===== src/rtl/mips_multicycle_ctrl.sv =====
// Moore main control FSM for the multicycle MIPS datapath (fetch/decode/execute/mem/writeback).
// Optional addi support is enabled by defining MC_CTRL_ADDI_EN.
module mips_multicycle_ctrl (
  input  logic       clk,
  input  logic       reset_n,
  input  logic [5:0] Opcode,
  input  logic       Zero,
  output logic       PCWrite,
  output logic       PCWriteCond,
  output logic       pc_en,
  output logic       IorD,
  output logic       MemRead,
  output logic       MemWrite,
  output logic       IRWrite,
  output logic       MemtoReg,
  output logic       RegDst,
  output logic       RegWrite,
  output logic       ALUSrcA,
  output logic [1:0] ALUSrcB,
  output logic [1:0] ALU_op,
  output logic [1:0] PCSource,
  output logic       illegal_op,
  output logic [3:0] state
);

  localparam int unsigned OP_W = 6;
  localparam logic [OP_W-1:0] OP_R    = 6'b000000;
  localparam logic [OP_W-1:0] OP_LW   = 6'b100011;
  localparam logic [OP_W-1:0] OP_SW   = 6'b101011;
  localparam logic [OP_W-1:0] OP_BEQ  = 6'b000100;
  localparam logic [OP_W-1:0] OP_J    = 6'b000010;
`ifdef MC_CTRL_ADDI_EN
  localparam logic [OP_W-1:0] OP_ADDI = 6'b001000;
`endif

  typedef enum logic [3:0] {
    S_FETCH  = 4'd0,
    S_DECODE = 4'd1,
    S_MEMADR = 4'd2,
    S_MEMRD  = 4'd3,
    S_MEMWB  = 4'd4,
    S_MEMWR  = 4'd5,
    S_EXEC   = 4'd6,
    S_RWB    = 4'd7,
    S_BRANCH = 4'd8,
    S_JUMP   = 4'd9,
    S_ADDIEX = 4'd10,
    S_ADDIWB = 4'd11,
    S_IDLE   = 4'd15
  } state_t;

  state_t state_q, state_d;

  // State register; reset parks the FSM in IDLE so every output drops at once.
  always_ff @(posedge clk or negedge reset_n) begin
    if (!reset_n) state_q <= S_IDLE;
    else          state_q <= state_d;
  end

  // Next-state and Moore output decode; only illegal_op looks at Opcode directly.
  always_comb begin
    state_d     = state_q;
    PCWrite     = 1'b0;
    PCWriteCond = 1'b0;
    IorD        = 1'b0;
    MemRead     = 1'b0;
    MemWrite    = 1'b0;
    IRWrite     = 1'b0;
    MemtoReg    = 1'b0;
    RegDst      = 1'b0;
    RegWrite    = 1'b0;
    ALUSrcA     = 1'b0;
    ALUSrcB     = 2'b00;
    ALU_op      = 2'b00;
    PCSource    = 2'b00;
    illegal_op  = 1'b0;

    case (state_q)
      S_IDLE: state_d = S_FETCH;
      S_FETCH: begin
        MemRead = 1'b1;
        IRWrite = 1'b1;
        PCWrite = 1'b1;
        ALUSrcB = 2'b01;
        state_d = S_DECODE;
      end
      S_DECODE: begin
        // Branch target is precomputed here while the opcode is decoded.
        ALUSrcB = 2'b11;
        case (Opcode)
          OP_R:          state_d = S_EXEC;
          OP_LW, OP_SW:  state_d = S_MEMADR;
          OP_BEQ:        state_d = S_BRANCH;
          OP_J:          state_d = S_JUMP;
`ifdef MC_CTRL_ADDI_EN
          OP_ADDI:       state_d = S_ADDIEX;
`endif
          default: begin
            illegal_op = 1'b1;
            state_d    = S_FETCH;
          end
        endcase
      end
      S_MEMADR: begin
        ALUSrcA = 1'b1;
        ALUSrcB = 2'b10;
        state_d = (Opcode == OP_LW) ? S_MEMRD : S_MEMWR;
      end
      S_MEMRD: begin
        MemRead = 1'b1;
        IorD    = 1'b1;
        state_d = S_MEMWB;
      end
      S_MEMWB: begin
        RegWrite = 1'b1;
        MemtoReg = 1'b1;
        state_d  = S_FETCH;
      end
      S_MEMWR: begin
        MemWrite = 1'b1;
        IorD     = 1'b1;
        state_d  = S_FETCH;
      end
      S_EXEC: begin
        ALUSrcA = 1'b1;
        ALU_op  = 2'b10;
        state_d = S_RWB;
      end
      S_RWB: begin
        RegWrite = 1'b1;
        RegDst   = 1'b1;
        state_d  = S_FETCH;
      end
      S_BRANCH: begin
        ALUSrcA     = 1'b1;
        ALU_op      = 2'b01;
        PCWriteCond = 1'b1;
        PCSource    = 2'b01;
        state_d     = S_FETCH;
      end
      S_JUMP: begin
        PCWrite  = 1'b1;
        PCSource = 2'b10;
        state_d  = S_FETCH;
      end
`ifdef MC_CTRL_ADDI_EN
      S_ADDIEX: begin
        ALUSrcA = 1'b1;
        ALUSrcB = 2'b10;
        state_d = S_ADDIWB;
      end
      S_ADDIWB: begin
        RegWrite = 1'b1;
        state_d  = S_FETCH;
      end
`endif
      default: state_d = S_FETCH;
    endcase
  end

  assign pc_en = PCWrite | (PCWriteCond & Zero);
  assign state = state_q;

endmodule


===== config.mk =====
export PLATFORM = sky130hd
export DESIGN_NAME = mips_multicycle_ctrl
export DESIGN_NICKNAME = d
export VERILOG_FILES = /design/src/rtl/mips_multicycle_ctrl.sv
export SDC_FILE = /design/constraint.sdc
export NUM_CORES = 1
export LEC_CHECK = 0
export CORE_MARGIN = 3
export CORE_UTILIZATION = 33
export DETAILED_ROUTE_END_ITERATION = 8
export HOLD_SLACK_MARGIN = 0.02
export PLACE_DENSITY = 0.77
export SYNTH_ARGS = -nofsm -noshare
export SYNTH_HDL_FRONTEND = slang
export SYNTH_SLANG_ARGS = --single-unit
export TNS_END_PERCENT = 1

===== constraint.sdc =====
create_clock -name clk -period 1.6 [get_ports clk]
set_input_delay 0.32 -clock clk [delete_from_list [all_inputs] [get_ports clk]]
set_output_delay 0.32 -clock clk [all_outputs]
set_load 0.01 [all_outputs]

Word level (Yosys, flattened, before mapping)
Index checks and enable logic that the tools add are counted.

Equality and inequality tests: 13. Multiplexer cells: 18. Bitwise gates (word level): 2. Reduce and logical (&&, ||, !) cells: 9.

Operator list (count): one-hot mux 4 bit (5 select lines) (1); equality test 4 x 3 -> 1 bit, second input constant (4); one-hot mux 4 bit (4 select lines) (1); equality test 6 bit, second input constant (2); two-way mux 1 bit (12); OR reduction 2 bit (5); equality test 4 x 2 -> 1 bit, second input constant (2); equality test 4 bit, second input constant (2); one-hot mux 2 bit (2 select lines) (2); equality test 6 x 2 -> 1 bit, second input constant (1); equality test 6 x 3 -> 1 bit, second input constant (1); zero test 6 bit (1); one-hot mux 2 bit (3 select lines) (1); OR reduction 5 bit (1); equality test 4 x 1 -> 1 bit, second input constant (1); zero test 4 bit (1); two-way mux 3 bit (1); OR reduction 3 bit (1); bitwise AND 1 bit (1); OR 1 bit (1).

Flip-flop bits (word level): 4. Output and inout port bits: 22. Logic and storage cells: 43.

Logic depth before layout (Yosys ltp)
Depth after elaboration: 4. Gate-level depth with buffers: 4.

Worst setup path before layout
Ideal clock, no wire load.

Path type: register -> output. Start: register state_q[1], in the netlist state[1]. End: output MemRead. Arrival: 1359 ps. Slack: -79 ps. Cell stages (with the launch flop): 4. Cell sequence: dfstp_2 > buf_1 > nor2_1 > nor4_1.

Word-level cells in the longest chain between the ends: 3. Elaborated cells on any way between the ends: 4. Classes of those cells: 1 x eq/ne; 1 x mux; 2 x reduce/logical.

Ends and longest elaborated chain: start: declaration (RTL line 52) `state_t state_q, state_d;`; start signal: assignment (RTL line 57) `else state_q <= state_d;`; equality test 4 x 2 -> 1 bit or zero test 4 bit (tied branches) (RTL line 78) `case (state_q)`; OR reduction 2 bit (no source line) *; two-way mux 1 bit * (RTL line 78); end: declaration (RTL line 12) `output logic MemRead,`.

Every way passes the cells marked *; elsewhere a longest branch is shown, timed or not.

Final worst setup path
Start: register state_q[0], in the netlist state[0]. End: output illegal_op.

Word-level cells in the longest chain between the ends: 2.

Ends and longest elaborated chain: equality test 4 x 1 -> 1 bit (RTL line 78); two-way mux 1 bit (RTL line 78); end: declaration (RTL line 22) `output logic illegal_op,`.

No other way between the ends.

==> results.json <==
{
  "final_antenna_net_count": 0,
  "crit_buf_inv": 1,
  "layout.nets": 113,
  "async_flop_share_pct": 100.0,
  "ys_seq_area_share_pct": 24.35,
  "reg2reg_to": "state[2]",
  "status": "complete, but fails checks",
  "power_mw": 0.8861,
  "worstMarginPinSlew_ns": 0.3504,
  "hold_slack_ns": 0.4843,
  "post_drt_wl_per_cell_um": 14.50,
  "hpwl_um": 1099,
  "vdd_drop_max_v": 0.0008434,
  "cp-startpoint": "state[0]",
  "clock_latency_ns": 0.23,
  "dr.pass1.iters": 4,
  "cpMaxStageDelayCell": "dfstp_2",
  "synthCells": 59,
  "core_area_mm2": 0.001171,
  "yosysTopAreaCellShare_pct": 24.35,
  "final_cells": 116,
  "dieArea_mm2": 0.001778,
  "rsz0062_at_grt": "true",
  "leakage_nw": 0.4169,
  "wl_um": 1682,
  "clk_path_buf_depth": 2,
  "ys_warn_count": 0,
  "synth_area_leaders": "dfstp_2 24%, nor3_1 10%, nor2_1 8.7%",
  "floorplan.initialDensity_pct": 36.86,
  "syn-cell-area_um2": 431.7,
  "skew_ns": 0.003343,
  "finalSetupViolCount": 15,
  "row_count": 12,
  "startpoint_type": "register",
  "setup_tns_ns": -2.041,
  "fin_crit_ns": 1.896,
  "powerDensity_mw_per_mm2": 962.2,
  "hp-class": "input pin to asynchronous set/reset pin",
  "grt_pass1_wl_um": 2421,
  "multi_input_area_um2": 380.4,
  "largest_register_ffs": 4,
  "r2r_slack_ns": 0.01,
  "drive_gt1_share_pct": 50.98,
  "required_ns": 1.28,
  "place_congestion": 0.7720,
  "r2r-start": "state[0]",
  "cts_root_buffer": "clkbuf_4",
  "cp_cell_sequence": "or4b_4 > and3b_1 > buf_2",
  "endpoint": "illegal_op",
  "port_buffers": 30,
  "cts_tree": "built",
  "slew_violations": 0,
  "placed_cells": 113,
  "cap_violations": 0,
  "fillerInstances": 80,
  "htreeDepth": 1,
  "placed_cell_area_um2": 845.8,
  "die_h_um": 42.17,
  "reg2reg_depth": 4,
  "layout_setup_ws_ns": -0.2959,
  "ys_top_cells_by_count": "10 x nor2_1, 9 x nor3_1, 4 x dfstp_2, 4 x nor4_1",
  "drc_errors": 0,
  "synth-edff-count": 0,
  "cts.sinks": 4,
  "critPathCaptureType": "primary output",
  "ys.flop_type": "dfstp_2",
  "grt_pass1_vias": 567,
  "cp_top_family": "simple AND/OR/NAND/NOR gates",
  "synth.avg_cell_area_um2": 7.316,
  "period_share_pct": 118.5,
  "crit_arrival_ns": 1.58,
  "via_count": 630,
  "worst-setup-path-type": "register to primary output",
  "cts_made_buffers": 3,
  "finalHoldViolCount": 0,
  "synth.distinct_cells": 25,
  "fin_area_um2": 920.9,
  "violations": "negative setup slack",
  "critical-path-max-stage-delay_ns": 0.54,
  "synth-seq-cells": 4,
  "globalRouteOverflowTotal": 0,
  "dieWidth_um": 42.17,
  "cts.clk_slew.worst_paths_ns": 0.04,
  "drtIter0Drc": 8,
  "via_per_inst": 5.431,
  "path_max_fanout": 3,
  "track_usage_pct": 17.94,
  "regArea_um2": 105.1,
  "worst-path-stages": 3,
  "area_growth_pct": 113.3,
  "grt_max_degree": 17,
  "syn_nets": 68,
  "slew_headroom_pct": 76.03,
  "fmax_mhz": 527.5,
  "yosysMostFrequentCell": "nor2_1",
  "synth_top_area_cell": "dfstp_2",
  "diodes": 0,
  "ioPinCount": 31,
  "grt_antenna_before_repair": 0
}
==> report_power, final <==
part	internal, mW	switching, mW	leakage (nW)	total, mW
Sequential	0.131	0.0149	0.0415	0.146
Clock	0.0837	0.0382	0.0138	0.122
Combinational	0.297	0.321	0.362	0.619
Total	0.512	0.374	0.417	0.886
==> final cells by class <==
type	count	share of cell area, %
clock buffers	3	2.446
well taps	14	1.902
multi-input cells	48	41.30
inverters	2	0.8152
flip-flops and latches	4	11.41
repair buffers	45	42.12
==> metal layers <==
layer / up-vias / track usage (%) / routed length [µm]
li1: 304 / - / -
met1: 299 / 20.26 / 659
met2: 21 / 28.57 / 899
met3: 6 / 4.721 / 74
met4: 0 / 13.04 / 49
met5: - / 0 / 0
==> worst min-delay path by stage <==
stage	slack (ns)	end	start
finish	0.48	state[1]	reset_n
global route	0.48	state[2]	reset_n
CTS	0.48	state[0]	reset_n
detailed placement	0.73	state[0]	reset_n
global placement	0.71	state[3]	state[0]
floorplan	0.17	state[0]	reset_n
==> timing repair <==
item	CTS	global route
hold buffers	0	0
setup endpoints to repair	22	20
setup buffers	0	0
pin swaps	0	2
gates resized for setup	68	21
==> metrics by stage <==
| stage | util (%) | setup WS [ns] |
|---|---|---|
| floorplan | - | -0.05709 |
| global placement | 72.22 | -0.6003 |
| detailed placement | 72.22 | -0.6506 |
| CTS | 73.72 | -0.3050 |
| global route | 78.63 | -0.3392 |
| finish | 78.63 | -0.2959 |
==> cells by family (layout without fill, tap and decap cells) <==
logic type	count (synthesis)	count (layout)	synth area share, %
AO/OA/AOI/OAI	10	10	15.94
flip-flops	4	4	24.35
XOR/XNOR	4	4	8.117
buffers and inverters	7	50	6.957
AND/OR/NAND/NOR	34	34	44.64
==> placed cells by master (no fill, tap or decap), types with 2 or more instances in the layout <==
master,instances
o21ai_0,2
nor3_1,7
buf_4,11
nor2_2,3
a21oi_1,3
dlygate4sd2_1,7
clkdlybuf4s50_1,8
nand2_1,2
nand2b_4,3
buf_12,3
nor4_1,2
clkbuf_4,3
nor2_1,7
dfstp_2,4
nor3_2,2
xor2_1,3
clkdlybuf4s15_2,2
buf_2,12
Note: power is estimated with default switching activity, not from simulation.
